`src/rtl/column_drop_ctrl_if.sv`:
```
// column_drop_ctrl_if: drop request bus; master drives valid/col, slave returns ready/done/ok/row
interface column_drop_ctrl_if;
  logic       valid;
  logic [2:0] col;
  logic       ready;
  logic       done;
  logic       ok;
  logic [2:0] row;
  modport master(output valid, col, input ready, done, ok, row);
  modport slave(input valid, col, output ready, done, ok, row);
endinterface

```
`src/rtl/column_drop_ctrl.sv`:
```
// column_drop_ctrl: Connect Four 7x6 board keeper and drop sequencer; ports clk/resetn, board_clear, drop bus (column_drop_ctrl_if.slave), turn, anim_active/anim_col/anim_row, rd_col -> rd_occ/rd_color; define DROP_ANIM_EN for the row-by-row FALL animation
module column_drop_ctrl #(
  parameter int FALL_TICKS = 4
) (
  input  logic              clk,
  input  logic              resetn,
  input  logic              board_clear,
  column_drop_ctrl_if.slave drop,
  output logic              turn,
  output logic              anim_active,
  output logic [2:0]        anim_col,
  output logic [2:0]        anim_row,
  input  logic [2:0]        rd_col,
  output logic [5:0]        rd_occ,
  output logic [5:0]        rd_color
);
  localparam logic [1:0] IDLE = 2'd0, CHECK = 2'd1, FALL = 2'd2, DONE = 2'd3;
  logic [1:0] state_q, state_d;
  logic [2:0] col_q, col_d, row_q, row_d, h, wr_h;
  logic [6:0][5:0] occ_q, occ_d, color_q, color_d;
  logic turn_q, turn_d, ok_q, ok_d, full, place;
`ifdef DROP_ANIM_EN
  localparam int TW = FALL_TICKS > 1 ? $clog2(FALL_TICKS) : 1;
  logic [2:0] h_q, h_d, arow_q, arow_d;
  logic [TW-1:0] tick_q, tick_d;
  logic last;
  assign last = tick_q == TW'(FALL_TICKS - 1);
  assign anim_col = col_q;
  assign anim_row = arow_q;
`else
  assign anim_col = 3'd0;
  assign anim_row = 3'd0;
`endif
  assign full = col_q > 3'd6 || &occ_q[col_q];
  assign h = 3'($countones(occ_q[col_q]));
  assign drop.ready = state_q == IDLE;
  assign drop.done = state_q == DONE;
  assign drop.ok = ok_q;
  assign drop.row = row_q;
  assign turn = turn_q;
  assign anim_active = state_q == FALL;
  assign rd_occ = rd_col > 3'd6 ? 6'd0 : occ_q[rd_col];
  assign rd_color = rd_col > 3'd6 ? 6'd0 : color_q[rd_col];
  always_comb begin
    state_d = state_q;
    col_d = col_q;
    row_d = row_q;
    ok_d = ok_q;
    turn_d = turn_q;
    occ_d = occ_q;
    color_d = color_q;
`ifdef DROP_ANIM_EN
    h_d = h_q;
    arow_d = arow_q;
    tick_d = tick_q;
    place = state_q == FALL && last && arow_q == h_q;
    wr_h = h_q;
`else
    place = state_q == CHECK && !full;
    wr_h = h;
`endif
    if (state_q == IDLE && drop.valid) begin
      state_d = CHECK;
      col_d = drop.col;
    end
    if (state_q == CHECK && full) begin
      state_d = DONE;
      ok_d = 1'b0;
    end
`ifdef DROP_ANIM_EN
    if (state_q == CHECK && !full) begin
      state_d = FALL;
      h_d = h;
      arow_d = 3'd5;
      tick_d = '0;
    end
    if (state_q == FALL) begin
      tick_d = last ? '0 : tick_q + 1'b1;
      arow_d = last && arow_q != h_q ? arow_q - 3'd1 : arow_q;
    end
`endif
    if (place) begin
      occ_d[col_q][wr_h] = 1'b1;
      color_d[col_q][wr_h] = turn_q;
      row_d = wr_h;
      ok_d = 1'b1;
      turn_d = !turn_q;
      state_d = DONE;
    end
    if (state_q == DONE) state_d = IDLE;
    if (board_clear) begin
      state_d = IDLE;
      occ_d = '0;
      color_d = '0;
      turn_d = 1'b0;
    end
  end
  always_ff @(posedge clk or negedge resetn)
    if (!resetn) begin
      state_q <= IDLE;
      col_q <= '0;
      row_q <= '0;
      ok_q <= 1'b0;
      turn_q <= 1'b0;
      occ_q <= '0;
      color_q <= '0;
`ifdef DROP_ANIM_EN
      h_q <= '0;
      arow_q <= '0;
      tick_q <= '0;
`endif
    end else begin
      state_q <= state_d;
      col_q <= col_d;
      row_q <= row_d;
      ok_q <= ok_d;
      turn_q <= turn_d;
      occ_q <= occ_d;
      color_q <= color_d;
`ifdef DROP_ANIM_EN
      h_q <= h_d;
      arow_q <= arow_d;
      tick_q <= tick_d;
`endif
    end
endmodule

```
`src/flat_wrapper.sv`:
```
// flat-port wrapper written by rule: the top's interface ports become plain ports
module column_drop_ctrl_flat 
#(
  parameter int FALL_TICKS = 4
)
  (clk, resetn, board_clear, turn, anim_active, anim_col, anim_row, rd_col, rd_occ, rd_color, drop_valid, drop_col, drop_ready, drop_done, drop_ok, drop_row);
  column_drop_ctrl_if drop_i ();
  input  logic clk;
  input  logic resetn;
  input  logic board_clear;
  output logic turn;
  output logic anim_active;
  output logic [2:0] anim_col;
  output logic [2:0] anim_row;
  input  logic [2:0] rd_col;
  output logic [5:0] rd_occ;
  output logic [5:0] rd_color;
  input wire logic [$bits(drop_i.valid)-1:0] drop_valid;
  input wire logic [$bits(drop_i.col)-1:0] drop_col;
  output wire logic [$bits(drop_i.ready)-1:0] drop_ready;
  output wire logic [$bits(drop_i.done)-1:0] drop_done;
  output wire logic [$bits(drop_i.ok)-1:0] drop_ok;
  output wire logic [$bits(drop_i.row)-1:0] drop_row;
  assign drop_i.valid = drop_valid;
  assign drop_i.col = drop_col;
  assign drop_ready = drop_i.ready;
  assign drop_done = drop_i.done;
  assign drop_ok = drop_i.ok;
  assign drop_row = drop_i.row;
  column_drop_ctrl #(.FALL_TICKS(FALL_TICKS)) u_core (.clk(clk), .resetn(resetn), .board_clear(board_clear), .drop(drop_i), .turn(turn), .anim_active(anim_active), .anim_col(anim_col), .anim_row(anim_row), .rd_col(rd_col), .rd_occ(rd_occ), .rd_color(rd_color));
endmodule
```
`config.mk`:
```
export PLATFORM = sky130hd
export DESIGN_NAME = column_drop_ctrl_flat
export DESIGN_NICKNAME = d
export VERILOG_FILES = /design/src/rtl/column_drop_ctrl_if.sv /design/src/rtl/column_drop_ctrl.sv /design/src/flat_wrapper.sv
export SDC_FILE = /design/constraint.sdc
export NUM_CORES = 1
export LEC_CHECK = 0
export CAP_MARGIN = 20
export CORE_MARGIN = 2
export CORE_UTILIZATION = 53
export CTS_CLUSTER_SIZE = 12
export DETAILED_ROUTE_END_ITERATION = 6
export GPL_ROUTABILITY_DRIVEN = 0
export HOLD_SLACK_MARGIN = 0.08
export PLACE_DENSITY = 0.75
export SLEW_MARGIN = 20
export SYNTH_ARGS = -nofsm -noshare
export SYNTH_HDL_FRONTEND = slang
export SYNTH_SLANG_ARGS = --single-unit
```
`constraint.sdc`:
```
create_clock -name clk -period 10.7 [get_ports clk]
set_input_delay 1.07 -clock clk [delete_from_list [all_inputs] [get_ports clk]]
set_output_delay 1.07 -clock clk [all_outputs]
set_load 0.01 [all_outputs]
```
==> out/qor.txt <==
status: completed
nets: 514
share of layout cells above drive strength 1: 0.117
total track usage: 0.240
met1 Resource Use GR: 0.346
clk sinks: 94
Worst Setup End Kind: flop
Hold Buf Count CTS: 0
Worst-path clk slew: 0.09 ns
cts bufs inserted: 9
Routed WL: 12100 µm
Resize count post-CTS: 0
most instantiated cells after synthesis: 94 x dfrtp_1, 59 x mux2i_1, 52 x a21oi_1
vias in the first global route: 3749
via count: 3817
Worst R2R Path Depth: 9
Die H: 103 µm
buffers added on ports: 29
pin count of the biggest net entering global routing: 89
number of synthesized register bits: 94
starting density of the core: 0.542
Hold Crit Depth: 2
combinational power share: 0.170
CP Launch Point: u_core.col_q[1]
Setup CP Type: flop to flop
fin cells: 636
final hold violations: 0
synth top area cells: dfrtp_1 45%, mux2i_1 11%, nand2b_1 5.4%, mux4_2 5.2%, nand4_1 5.0%
startpoint types: flop
DRC viols: 0
Critical Path AT: 4.72 ns
GRT overflow: 0
Flop pwr share: 0.525
final setup TNS: 0 ns
Die Span X: 103 µm
io pins: 36
grt met3 use: 0.0323
drt via density: 6.00
post-synth top area share: 0.448
Max Cap Viol: 0
fin crit period: 4.47 ns
GRT Max-Usage Layer: met2
crit path capture: u_core.color_q[30]
Final Skew: 0.00889 ns
# diodes: 0
Peak VDD IR: 0.0739 mV
relative max-transition margin: 0.362
ys async rst share: 1.00
Fmax achieved: 0.224 GHz
RR Endpoint: u_core.color_q[30]
Worst Max-Slew Pin Slew: 0.949 ns
Synth area leader: dfrtp_1
Hold WC Path Type: flop to flop
combined area of all synthesized cells: 5250 µm²
Area growth, synth to finish: 9.28%
Synth Flop Type: dfrtp_1
Post-synth EDFFs: 0
Detailed Routing Iterations Pass 1: 5
postcts setup bufs: 0
CTS tree: yes
flop2flop setup slack: 6.23 ns
internal cell power: 520 µW
post-route ant nets: 0
synthesized area per cell: 10.6 µm²
Yosys cell types: 38
Cells after Synth: 493
Final HPWL DP: 8170 µm
HP Start: u_core.drop.ok
Iter 0 DRT Violations: 293
top-count cell post-synth: dfrtp_1
Seq/Total Area, Yosys: 0.448
H-tree Lvls: 3
RSZ-0062 raised after global routing: no
P_sw: 219 µW
power share of the clock group: 0.305
fin. max-slew vios: 0
met2 Resource Use GR: 0.369
Clk Latency, worst-skew pair: 0.38 ns
sw frac: 0.296
CP Max Fanout: 24
Required @ worst endpoint: 10.94 ns
initial antenna violation count: 0
setup violators final: 0
PD cells: 129 nW/µm²
clk root buf: clkbuf_8
first-pass GRT wire length: 19500 µm
R2R Path Start: u_core.col_q[1]
CTS Buffer Depth: 2
total die area: 10700 µm²
Placed Cells: 620
Core Rows: 36
yosys warns: 0
P_leak: 0.00263 µW
Final period util: 0.418
routed length per instance: 19.1 µm
Core ar.: 9680 µm²
## how the worst min path moves through the flow
stage,to
after floorplan,u_core.occ_q[14]
after global placement,u_core.drop.ok
after detailed placement,u_core.drop.ok
after CTS,u_core.drop.ok
after global routing,u_core.drop.ok
final,u_core.drop.ok
## metal layers
| layer | up-vias | share of wire |
|---|---|---|
| li1 | 1759 | - |
| met1 | 1908 | 0.46 |
| met2 | 122 | 0.47 |
| met3 | 28 | 0.043 |
| met4 | 0 | 0.028 |
| met5 | - | 0 |
## stage by stage
stage / total power, µW / hold slack [ns] / cell area (µm²) / setup slack (ns) / util
CTS: 740 / 0.507 / 5730 / 6.27 / 0.592
floorplan: 473 / 0.499 / 5270 / 7.34 / -
finish: 739 / 0.506 / 5730 / 6.23 / 0.592
global placement: 516 / 0.464 / 5550 / 6.29 / 0.573
global route: 766 / 0.516 / 5730 / 6.06 / 0.592
detailed placement: 520 / 0.488 / 5550 / 6.27 / 0.573
## registers in the layout, summed over array words and instances (netlist names)
register	cells
u_core.color_q	42
u_core.occ_q	42
u_core.col_q	3
u_core.drop.row	3
u_core.state_q	2
u_core.drop.ok	1
u_core.turn	1
## critical path, cell delays in order, from the launching register on
cell and delay [ns]:
dfrtp_1 0.83, nor2b_1 0.30, a221o_1 0.42, a221o_1 0.38
ha_1 0.23, fa_1 0.49, ha_1 0.42, nor4b_4 0.75
nand4_1 0.32, mux2i_1 0.19
## power by group through the flow
stage / clock [µW] / combinational (µW) / sequential (µW)
4_1_cts: 227 / 125 / 387
2_1_floorplan: 0 / 92.1 / 381
6_report: 226 / 125 / 388
5_1_grt: 242 / 135 / 390
3_5_place_dp: 0 / 125 / 394
3_3_place_gp: 0 / 123 / 394
## cells by family after synthesis
group           share of synthesized area
simple gates                        0.161
flops                               0.448
buf+inv                            0.0746
mux                                 0.192
compound gates                      0.101
fa+ha+maj                          0.0172
xor+xnor                          0.00477
other cells                      0.000715
## cells in the final DEF, fill, tap and decap left out, drive strengths merged, types with 6 or more instances in the layout
cell type,Yosys,final
nand4,42,42
a2bb2oi,11,11
mux2i,59,59
nand2b,45,45
dfrtp,94,94
clkdlybuf4s50,0,27
a21oi,52,52
mux4,12,12
a22oi,7,7
conb,1,6
mux2,13,13
nor2,10,10
clkbuf,23,12
inv,44,44
a221o,6,6
buf,25,10
## area by class of cell
| cell class | count | area [µm²] |
|---|---|---|
| well taps | 133 | 166 |
| multi-input cells | 312 | 2520 |
| flip-flops and latches | 94 | 2350 |
| repair buffers | 37 | 343 |
| clock inverters | 4 | 20.0 |
| inverters | 44 | 165 |
| clock buffers | 12 | 165 |
| fillers | 809 | 3950 |
No activity file was read; power rests on OpenSTA's default activity.
